### config.mk
export PLATFORM = sky130hd
export DESIGN_NAME = can_tx_serializer
export DESIGN_NICKNAME = d
export VERILOG_FILES = /design/src/rtl/can_pkg.sv /design/src/rtl/can_crc15.sv /design/src/rtl/can_tx_serializer.sv
export SDC_FILE = /design/constraint.sdc
export NUM_CORES = 1
export LEC_CHECK = 0
export BUFFER_PORTS_ARGS = -buffer_cell sky130_fd_sc_hd__buf_2
export CORE_MARGIN = 3
export CORE_UTILIZATION = 45
export DETAILED_ROUTE_END_ITERATION = 6
export PLACE_DENSITY = 0.68
export SLEW_MARGIN = 20
export SYNTH_ARGS = -nofsm -noshare
export SYNTH_HDL_FRONTEND = slang
export SYNTH_SLANG_ARGS = --single-unit
### constraint.sdc
create_clock -name clk -period 4.8 [get_ports clk]
set_input_delay 0 -clock clk [delete_from_list [all_inputs] [get_ports clk]]
set_output_delay 0 -clock clk [all_outputs]
set_load 0.005 [all_outputs]
### src/rtl/can_pkg.sv
// CAN TX shared definitions: serializer state encoding, field lengths, CRC-15 step.
// Latency: n/a (types and constants only).
// Backpressure: n/a.
package can_pkg;

  typedef enum logic [3:0] {
    ST_IDLE,
    ST_SOF,
    ST_ARB,
    ST_CTRL,
    ST_DATA,
    ST_CRC,
    ST_CRC_DEL,
    ST_ACK_SLOT,
    ST_ACK_DEL,
    ST_EOF,
    ST_IFS
  } tx_state_e;

  localparam logic [14:0] CAN_CRC15_POLY = 15'h4599;
  localparam int CAN_ID_LEN   = 11;
  localparam int CAN_DLC_LEN  = 4;
  localparam int CAN_CRC_LEN  = 15;
  localparam int CAN_EOF_LEN  = 7;
  // Arbitration = ID + RTR; control = IDE + r0 + DLC.
  localparam int CAN_ARB_LEN  = CAN_ID_LEN + 1;
  localparam int CAN_CTRL_LEN = 2 + CAN_DLC_LEN;

  // One serial CRC-15 step, MSB-first.
  function automatic logic [14:0] crc15_step(input logic [14:0] crc, input logic b);
    crc15_step = {crc[13:0], 1'b0} ^ ((b ^ crc[14]) ? CAN_CRC15_POLY : 15'h0000);
  endfunction

endpackage

### src/rtl/can_crc15.sv
// Serial CRC-15 accumulator for the CAN frame body.
// Latency: crc reflects bit_in one cycle after an en cycle; clr has priority over en.
// Backpressure: none; caller gates en.
// Ports: clk, rst_n (sync, active-low), clr, en, bit_in -> crc[14:0].
module can_crc15
  import can_pkg::*;
(
  input  logic        clk,
  input  logic        rst_n,
  input  logic        clr,
  input  logic        en,
  input  logic        bit_in,
  output logic [14:0] crc
);

  always_ff @(posedge clk) begin
    if (!rst_n) begin
      crc <= 15'h0000;
    end else if (clr) begin
      crc <= 15'h0000;
    end else if (en) begin
      crc <= crc15_step(crc, bit_in);
    end
  end

endmodule

### src/rtl/can_tx_serializer.sv
// CAN 2.0A base data frame serializer (SOF..IFS), MSB-first, one bit per advance.
// Latency: SOF on bit_out the cycle after tx_start in IDLE; each advance shows the next bit one cycle later.
// Backpressure: stuff_hold on a sample_point freezes bit, counter and CRC for that strobe.
// Ports: clk, rst_n, tx_start, tx_id[10:0], tx_dlc[3:0], tx_data[63:0] (byte0 = [63:56]),
//        sample_point, stuff_hold, rx_bit -> bit_out, stuff_en, tx_busy, tx_done, ack_err.
module can_tx_serializer
  import can_pkg::*;
#(
  parameter int MAX_BYTES = 8,
  parameter int IFS_BITS  = 3
) (
  input  logic        clk,
  input  logic        rst_n,
  input  logic        tx_start,
  input  logic [10:0] tx_id,
  input  logic [3:0]  tx_dlc,
  input  logic [63:0] tx_data,
  input  logic        sample_point,
  input  logic        stuff_hold,
  input  logic        rx_bit,
  output logic        bit_out,
  output logic        stuff_en,
  output logic        tx_busy,
  output logic        tx_done,
  output logic        ack_err
);

  tx_state_e   state, state_nxt;
  logic [6:0]  cnt, cnt_nxt;
  logic [6:0]  field_len;
  logic        last, adv;
  logic [10:0] id_q;
  logic [3:0]  dlc_q, nbytes;
  logic [63:0] data_q;
  logic [5:0]  ctrl_word;
  logic [14:0] crc_q, crc_upd;
  logic        crc_en, crc_clr, nxt_bit;

  assign adv       = sample_point & ~stuff_hold;
  assign nbytes    = (dlc_q > 4'(MAX_BYTES)) ? 4'(MAX_BYTES) : dlc_q;
  assign ctrl_word = {2'b00, dlc_q};
  assign crc_clr   = (state == ST_IDLE) && tx_start;
  assign crc_en    = adv && (state inside {ST_SOF, ST_ARB, ST_CTRL, ST_DATA});
  // bit_out is registered from next-state values, so the first CRC bit must
  // see the CRC including the bit being consumed on this same edge.
  assign crc_upd   = crc_en ? crc15_step(crc_q, bit_out) : crc_q;

  can_crc15 u_crc (
    .clk    (clk),
    .rst_n  (rst_n),
    .clr    (crc_clr),
    .en     (crc_en),
    .bit_in (bit_out),
    .crc    (crc_q)
  );

  always_comb begin
    field_len = 7'd1;
    case (state)
      ST_ARB:  field_len = 7'(CAN_ARB_LEN);
      ST_CTRL: field_len = 7'(CAN_CTRL_LEN);
      ST_DATA: field_len = {nbytes, 3'b000};
      ST_CRC:  field_len = 7'(CAN_CRC_LEN);
      ST_EOF:  field_len = 7'(CAN_EOF_LEN);
      ST_IFS:  field_len = 7'(IFS_BITS);
      default: field_len = 7'd1;
    endcase
  end

  assign last = (cnt == field_len - 7'd1);

  always_ff @(posedge clk) begin
    if (!rst_n) begin
      state <= ST_IDLE;
      cnt   <= 7'd0;
    end else begin
      state <= state_nxt;
      cnt   <= cnt_nxt;
    end
  end

  always_comb begin
    state_nxt = state;
    cnt_nxt   = cnt;
    if (state == ST_IDLE) begin
      if (tx_start) begin
        state_nxt = ST_SOF;
        cnt_nxt   = 7'd0;
      end
    end else if (adv) begin
      if (last) begin
        cnt_nxt = 7'd0;
        case (state)
          ST_SOF:      state_nxt = ST_ARB;
          ST_ARB:      state_nxt = ST_CTRL;
          ST_CTRL:     state_nxt = (nbytes == 4'd0) ? ST_CRC : ST_DATA;
          ST_DATA:     state_nxt = ST_CRC;
          ST_CRC:      state_nxt = ST_CRC_DEL;
          ST_CRC_DEL:  state_nxt = ST_ACK_SLOT;
          ST_ACK_SLOT: state_nxt = ST_ACK_DEL;
          ST_ACK_DEL:  state_nxt = ST_EOF;
          ST_EOF:      state_nxt = ST_IFS;
          default:     state_nxt = ST_IDLE;
        endcase
      end else begin
        cnt_nxt = cnt + 7'd1;
      end
    end
  end

  // Bit that will be on the wire after this edge. Latched fields are only
  // read in ARB and later, never on the IDLE->SOF edge that loads them.
  always_comb begin
    nxt_bit = 1'b1;
    case (state_nxt)
      ST_SOF:  nxt_bit = 1'b0;
      ST_ARB:  nxt_bit = (cnt_nxt < 7'(CAN_ID_LEN)) ? id_q[4'd10 - cnt_nxt[3:0]] : 1'b0;
      ST_CTRL: nxt_bit = ctrl_word[3'd5 - cnt_nxt[2:0]];
      ST_DATA: nxt_bit = data_q[~cnt_nxt[5:0]];
      ST_CRC:  nxt_bit = crc_upd[4'd14 - cnt_nxt[3:0]];
      default: nxt_bit = 1'b1;
    endcase
  end

  always_ff @(posedge clk) begin
    if (!rst_n) begin
      id_q   <= 11'h000;
      dlc_q  <= 4'h0;
      data_q <= 64'h0;
    end else if ((state == ST_IDLE) && tx_start) begin
      id_q   <= tx_id;
      dlc_q  <= tx_dlc;
      data_q <= tx_data;
    end
  end

  always_ff @(posedge clk) begin
    if (!rst_n) begin
      bit_out  <= 1'b1;
      stuff_en <= 1'b0;
      tx_busy  <= 1'b0;
      tx_done  <= 1'b0;
      ack_err  <= 1'b0;
    end else begin
      bit_out  <= nxt_bit;
      stuff_en <= state_nxt inside {ST_SOF, ST_ARB, ST_CTRL, ST_DATA, ST_CRC};
      tx_busy  <= (state_nxt != ST_IDLE);
      tx_done  <= adv && (state == ST_IFS) && last;
      ack_err  <= adv && (state == ST_ACK_SLOT) && rx_bit;
    end
  end

endmodule

# == Word level (Yosys, flattened, before mapping) ==
# Cells that the tools add are included.
# word_totals
reg_bits,110
out_inout_bits,5
word_cells,80
# op_classes
addsub,5
n_lt_le_gt_ge,6
eq_ne,16
muxes,24
bitwise,6
n_reduce_logical,12
# ops
op,n
7-bit one-hot mux with 6 select lines,1
4-bit one-hot mux with 9 select lines,1
15-bit two-way mux,2
7-bit two-way mux,4
"4-bit by 3-bit == test with 1-bit output, second input constant",6
4-bit two-way mux,5
"4-bit by 2-bit == test with 1-bit output, second input constant",4
15-bit bitwise XOR,1
"4-bit == test, second input constant",3
"4-bit by 5-bit less-than comparator with 1-bit output, second input constant",2
1-bit binary-select mux with 4-bit select,2
"4-bit by 1-bit == test with 1-bit output, second input constant",2
4-bit zero test,2
4-bit nonzero test,2
"4-bit subtractor, first input constant",2
"7-bit by 1-bit adder with 7-bit output, second input constant",1
7-bit == test,1
"6-bit by 7-bit less-than comparator with 1-bit output, second input constant",1
"7-bit by 4-bit less-than comparator with 1-bit output, second input constant",1
"7-bit by 1-bit subtractor with 7-bit output, second input constant",1
1-bit binary-select mux with 6-bit select,1
1-bit logical AND,6
1-bit two-way mux,6
6-bit NOT,1
other kinds (10),11

# == Logic depth before layout (Yosys ltp) ==
# depth
depth_word,13
mapped_depth,25
ltp_nobuf,20

# == By module ==
# Synthesis repeated with hierarchy kept, for this count alone.
# hier_totals
cells_unflattened,826
area_unflattened_um2,6140.9
# by_module_without_submodules
module,n_inst,cells_each,area_each_um2,seq_area_each_um2
can_tx_serializer,1,758,5482.8,1901.8
can_crc15,1,68,658.1,300.3

# == Least setup slack after synthesis ==
# OpenSTA, ideal clock, no wires.
# synth_timing
path_type,flip-flop to flip-flop
start,register state[1]
end,register bit_out
setup_time_ns,0.059
arrival_time_ns,4.488
required_ns,4.741
setup_slack_ns,0.252
path_stages_with_launch,25
path_buffers,5
period_less_slack_ns,4.548
cell_sequence,dfxtp_1 > buf_2 > buf_1 > nand2_1 > nor2_1 > a21oi_1 > o32a_1 > ha_1 > xor2_1 > nand3_1 > or4_4 > or2_1 > buf_6 > a31oi_4 > inv_2 > buf_6 > clkbuf_1 > ha_1 > nand2_1 > nand3_1 > a211o_1 > a32o_1 > a211o_1 > nand3_1 > a41o_1
# synth_between
elab_chain_len,12
word_cells_on_any_way,45
# synth_lines
element,line,text
from (decl),can_tx_serializer.sv:28,"tx_state_e state, state_nxt;"
from (signal assigned),can_tx_serializer.sv:77,state <= state_nxt;
4-bit == test (tied with other cells),can_tx_serializer.sv:59,case (state)
7-bit one-hot mux with 6 select lines,can_tx_serializer.sv:59,
7-bit by 1-bit subtractor with 7-bit output,can_tx_serializer.sv:70,assign last = (cnt == field_len - 7'd1);
7-bit == test,can_tx_serializer.sv:70,
7-bit two-way mux,can_tx_serializer.sv:91,if (last) begin
7-bit two-way mux,can_tx_serializer.sv:90,end else if (adv) begin
7-bit two-way mux (*),can_tx_serializer.sv:85,if (state == ST_IDLE) begin
net cnt_nxt[1],can_tx_serializer.sv:29,"logic [6:0] cnt, cnt_nxt;"
4-bit subtractor,can_tx_serializer.sv:117,ST_ARB: nxt_bit = (cnt_nxt < 7'(CAN_ID_LEN)) ? id_q[4'd10 - cnt_nxt[3:0]] : 1'b0;
1-bit binary-select mux with 4-bit select,can_tx_serializer.sv:117,
1-bit two-way mux (implied by the code),can_tx_serializer.sv:117,
1-bit two-way mux,can_tx_serializer.sv:117,
1-bit one-hot mux with 5 select lines (*),can_tx_serializer.sv:115,case (state_nxt)
to (signal assigned),can_tx_serializer.sv:145,bit_out <= nxt_bit;
to (decl),can_tx_serializer.sv:21,"output logic bit_out,"
# Mark *: on every way through the listed nets, which the timed path passes. The rest lies on a longest branch. The select of a mux whose other input is x is not followed.
# A chain may end at the register's enable or synchronous reset.

# == Final worst setup path ==
# layout_timing
start,register state[1]
end,register bit_out
# layout_between
elab_chain_len,12
word_cells_on_any_way,45
# layout_lines
element,line
4-bit == test (tied with other cells),can_tx_serializer.sv:59
7-bit one-hot mux with 6 select lines,can_tx_serializer.sv:59
7-bit by 1-bit subtractor with 7-bit output,can_tx_serializer.sv:70
7-bit == test,can_tx_serializer.sv:70
7-bit two-way mux,can_tx_serializer.sv:91
7-bit two-way mux,can_tx_serializer.sv:90
7-bit two-way mux,can_tx_serializer.sv:85
4-bit subtractor,can_tx_serializer.sv:117
1-bit binary-select mux with 4-bit select,can_tx_serializer.sv:117
1-bit two-way mux (implied by the code),can_tx_serializer.sv:117
1-bit two-way mux,can_tx_serializer.sv:117
1-bit one-hot mux with 5 select lines (*),can_tx_serializer.sv:115
# Mark *: on every way between the ends. The rest lies on a longest branch, timed or not. The select of a mux whose other input is x is not followed.

==> impl_metrics.yaml <==
floorplan:
  die_outline_area_mm2: 0.0146
  start_util: 0.466
  fp.dieW_um: 121
  core_region_area_mm2: 0.0128
  pin_count: 90
  floorplan.rows: 41
  floorplan.die.height_um: 121
critical_path:
  cp.buffers_inverters: 2
  timing.critical_path.required_ps: 5050
  data_arrival_time_of_the_critical_path_ps: 4520
  critical-path-slowest-cell: "or4_4"
  timing.critical_path.fanout_max: 14
  crit_chain: "buf_4, nand2b_1, o32a_1, ha_1, xor2_1, nand3_1, or4_4, or2_1, a31oi_4, buf_4, ha_1, a31oi_4, xnor2_1, a311oi_1, o2111ai_1, o211ai_1, a41o_1"
  timing.critical_path.slowest_cell_delay_ps: 580
  timing_worst_setup_path_type: "reg2reg"
  setup.worst_path.end_class: "flop"
  worst_setup_path_start_kind: "flop"
  cpLargestDelayFamily: "compound AO/OA/AOI/OAI gates"
detailed_routing:
  detailroute.via_count: 5833
  drt_pre_antenna_iters: 5
  drt-vias-per-instance: 5.31
  drt-initial-drc-count: 510
  postRouteWirelength_um: 16500
  drt.antenna.violating_nets: 0
  drc_errors: 0
  detail_route.wl_per_cell_um: 15.0
cells_and_area:
  finish.net_count: 1011
  postLayoutCoreUtil: 0.598
  layout_overhead_on_the_synthesized_area_pct: 28.4
  fillers: 1160
  drive_above_1_share: 0.153
  insertedDiodeCount: 0
clock_tree:
  tritoncts_num_sinks: 110
  postCtsSetupRepairBufs: 0
  clock_path_buffers: 2
  cts_inserted_buffers: 9
  tritoncts: "built"
  worst_setup_hold_path_clk_slew_ps: 70
  clk_root_buffer_cell: "clkbuf_16"
  htree_num_levels: 3
  clock_network_latency_to_the_later_pin_of_the_worst_skew_pair_ps: 360
worst_hold_path:
  class_of_the_tightest_hold_or_removal_check: "in2reg"
logic_synthesis:
  synth_top_area_frac: 0.370
  yosys.cell_count.top_type: "nand2_1"
  seq_area_frac_synth: 0.370
  syn-num-nets: 871
  synthTopCellsByCount: "234 x nand2_1, 110 x dfxtp_1, 80 x a21boi_0"
  yosys.area.top_type: "dfxtp_1"
  number_of_flops_mapped_to_enable_cells_by_yosys: 0
  syn-instance-count: 782
  synth.lib_cells_used.distinct: 68
  synth.yosys.warnings: 0
  syn_area_mm2: 0.00595
  synthArstFlopShare: 0
  synth_seq_cells: 110
  yosys_most_used_dff: "dfxtp_1"
  synth_top_cells_by_area: "dfxtp_1 37%, nand2_1 15%, a21boi_0 10%, mux2i_1 3.5%, a21oi_1 3.3%"
  avgSynthCellArea_um2: 7.61
global_routing:
  initial_antenna_violation_count: 0
  number_of_global_route_vias_before_repair: 5549
  grt_first_pass_wirelength_um: 27000
  grt_remaining_overflow: 0
  grt_max_degree: 82
  global_route.usage.total: 0.228
pwr:
  peakVddDrop_mv: 0.191
  leakage_nw: 3.05
  power_density_mw_per_mm2: 290
  power.total_mw: 2.21
sta:
  rsz0062_at_grt: "no"
  timing.clock.skew_ps: 8.52
  slew_viol_final: 0
  highest_achievable_clock_rate_ghz: 0.234
  maxSlewHeadroom: 0.416
  crit_share_post_route: 0.889
  timing.final.crit_period_ps: 4270
  setup_total_negative_slack_ps: 0
  worstMarginPinSlew_ps: 873
  report.final.setup_viol: 0
  timing.final.ws_setup_ps: 532
  final-hold-violation-count: 0
flow_run:
  max_cap_violations: 0
placement:
  io_buffer_count: 89
  place.gp.congestion: 0.886
  hpwlAfterDp_um: 10300
  pre_cts_ws_ps: 555
run_status:
  status: "completed"
[metrics by stage]
step / hold slack, ps / cells / cell area, um2
3_3_place_gp: 235 / 1003 / 6520
6_report: 29.8 / 1099 / 7640
5_1_grt: 70.7 / 1099 / 7640
3_5_place_dp: 229 / 1003 / 6520
2_1_floorplan: 119 / 782 / 5950
4_1_cts: 27.5 / 1099 / 7640
[path summary, 6_finish.rpt]
check | start | end | slack (ps) | cells after the start
worst max-delay path | state[1] | bit_out | 530 | 17
worst min register to register | data_q[13] | data_q[13] | 460 | 2
worst min-delay path | sample_point | ack_err | 30 | 3
worst max register to register | state[1] | bit_out | 530 | 17
[layer usage]
layer	global-route usage	part of all wire	wire length, um	vias to the layer above
met5	0	0	0	-
met4	0.0708	0.017	279	0
met3	0.0420	0.049	804	23
met2	0.385	0.49	7990	150
met1	0.297	0.45	7380	2707
li1	-	-	-	2953
[layout make-up]
cell class / count / area (um2) / area share
well taps: 172 / 215 / 0.0282
clock inverters: 6 / 78.8 / 0.0103
flip-flops and latches: 110 / 2200 / 0.288
inverters: 13 / 48.8 / 0.00639
clock buffers: 10 / 239 / 0.0313
repair buffers: 188 / 1400 / 0.184
multi-input cells: 600 / 3450 / 0.452
[state kept, by name, summed over array words and instances, names as in the netlist]
register / count
tx_busy: 1
u_crc.crc: 15
id_q: 11
tx_done: 1
cnt: 7
ack_err: 1
state: 4
bit_out: 1
dlc_q: 4
data_q: 64
stuff_en: 1
[report_power, final]
group | internal, mW | leakage (nW) | switching [mW]
combinational | 0.182 | 1.99 | 0.229
sequential | 0.969 | 0.900 | 0.0377
clock | 0.428 | 0.154 | 0.366
total | 1.58 | 3.05 | 0.633
[placed cells by master, fill, tap and decap left out, drive strengths merged, types with 5 or more instances in the layout]
cell         instances
a211oi               7
dfxtp              110
a311oi               5
xor2                 5
a21oi               39
clkbuf              10
mux2i               21
and2                11
nor2b                5
o21a                 5
inv                 15
nor3                 9
and3                 6
nand4                5
xnor2               15
nand2              234
nand3               17
nand2b               5
dlygate4sd3         80
buf                108
a21boi              80
or3                  7
nor2                39
o21ai               22
nor4                 5
a31oi                6
[timing repair]
action,CTS,global route
setup endpoints to repair,0,0
endpoints found under the hold margin,80,0
hold buffers,80,0
gates resized for setup,0,0
[cell families (layout without fill, tap and decap cells)]
group | Yosys count | after routing | synth area share
AOI/OAI and AO/OA | 198 | 198 | 0.239
xor gates and xnor gates | 20 | 20 | 0.0307
adders and majority gates | 4 | 4 | 0.00841
buffers and inverters | 72 | 217 | 0.0522
DFF | 110 | 110 | 0.370
muxes | 21 | 21 | 0.0353
and+or+nand+nor | 357 | 357 | 0.264
[worst reg2reg max path: stages, from the launching register on]
cell,delay (ps)
dfxtp_1,430
buf_4,230
nand2b_1,170
o32a_1,300
ha_1,280
xor2_1,140
nand3_1,90
or4_4,580
or2_1,300
a31oi_4,290
buf_4,260
ha_1,210
a31oi_4,40
xnor2_1,240
a311oi_1,80
o2111ai_1,200
o211ai_1,110
a41o_1,210
(Power assumes the default switching activity.)
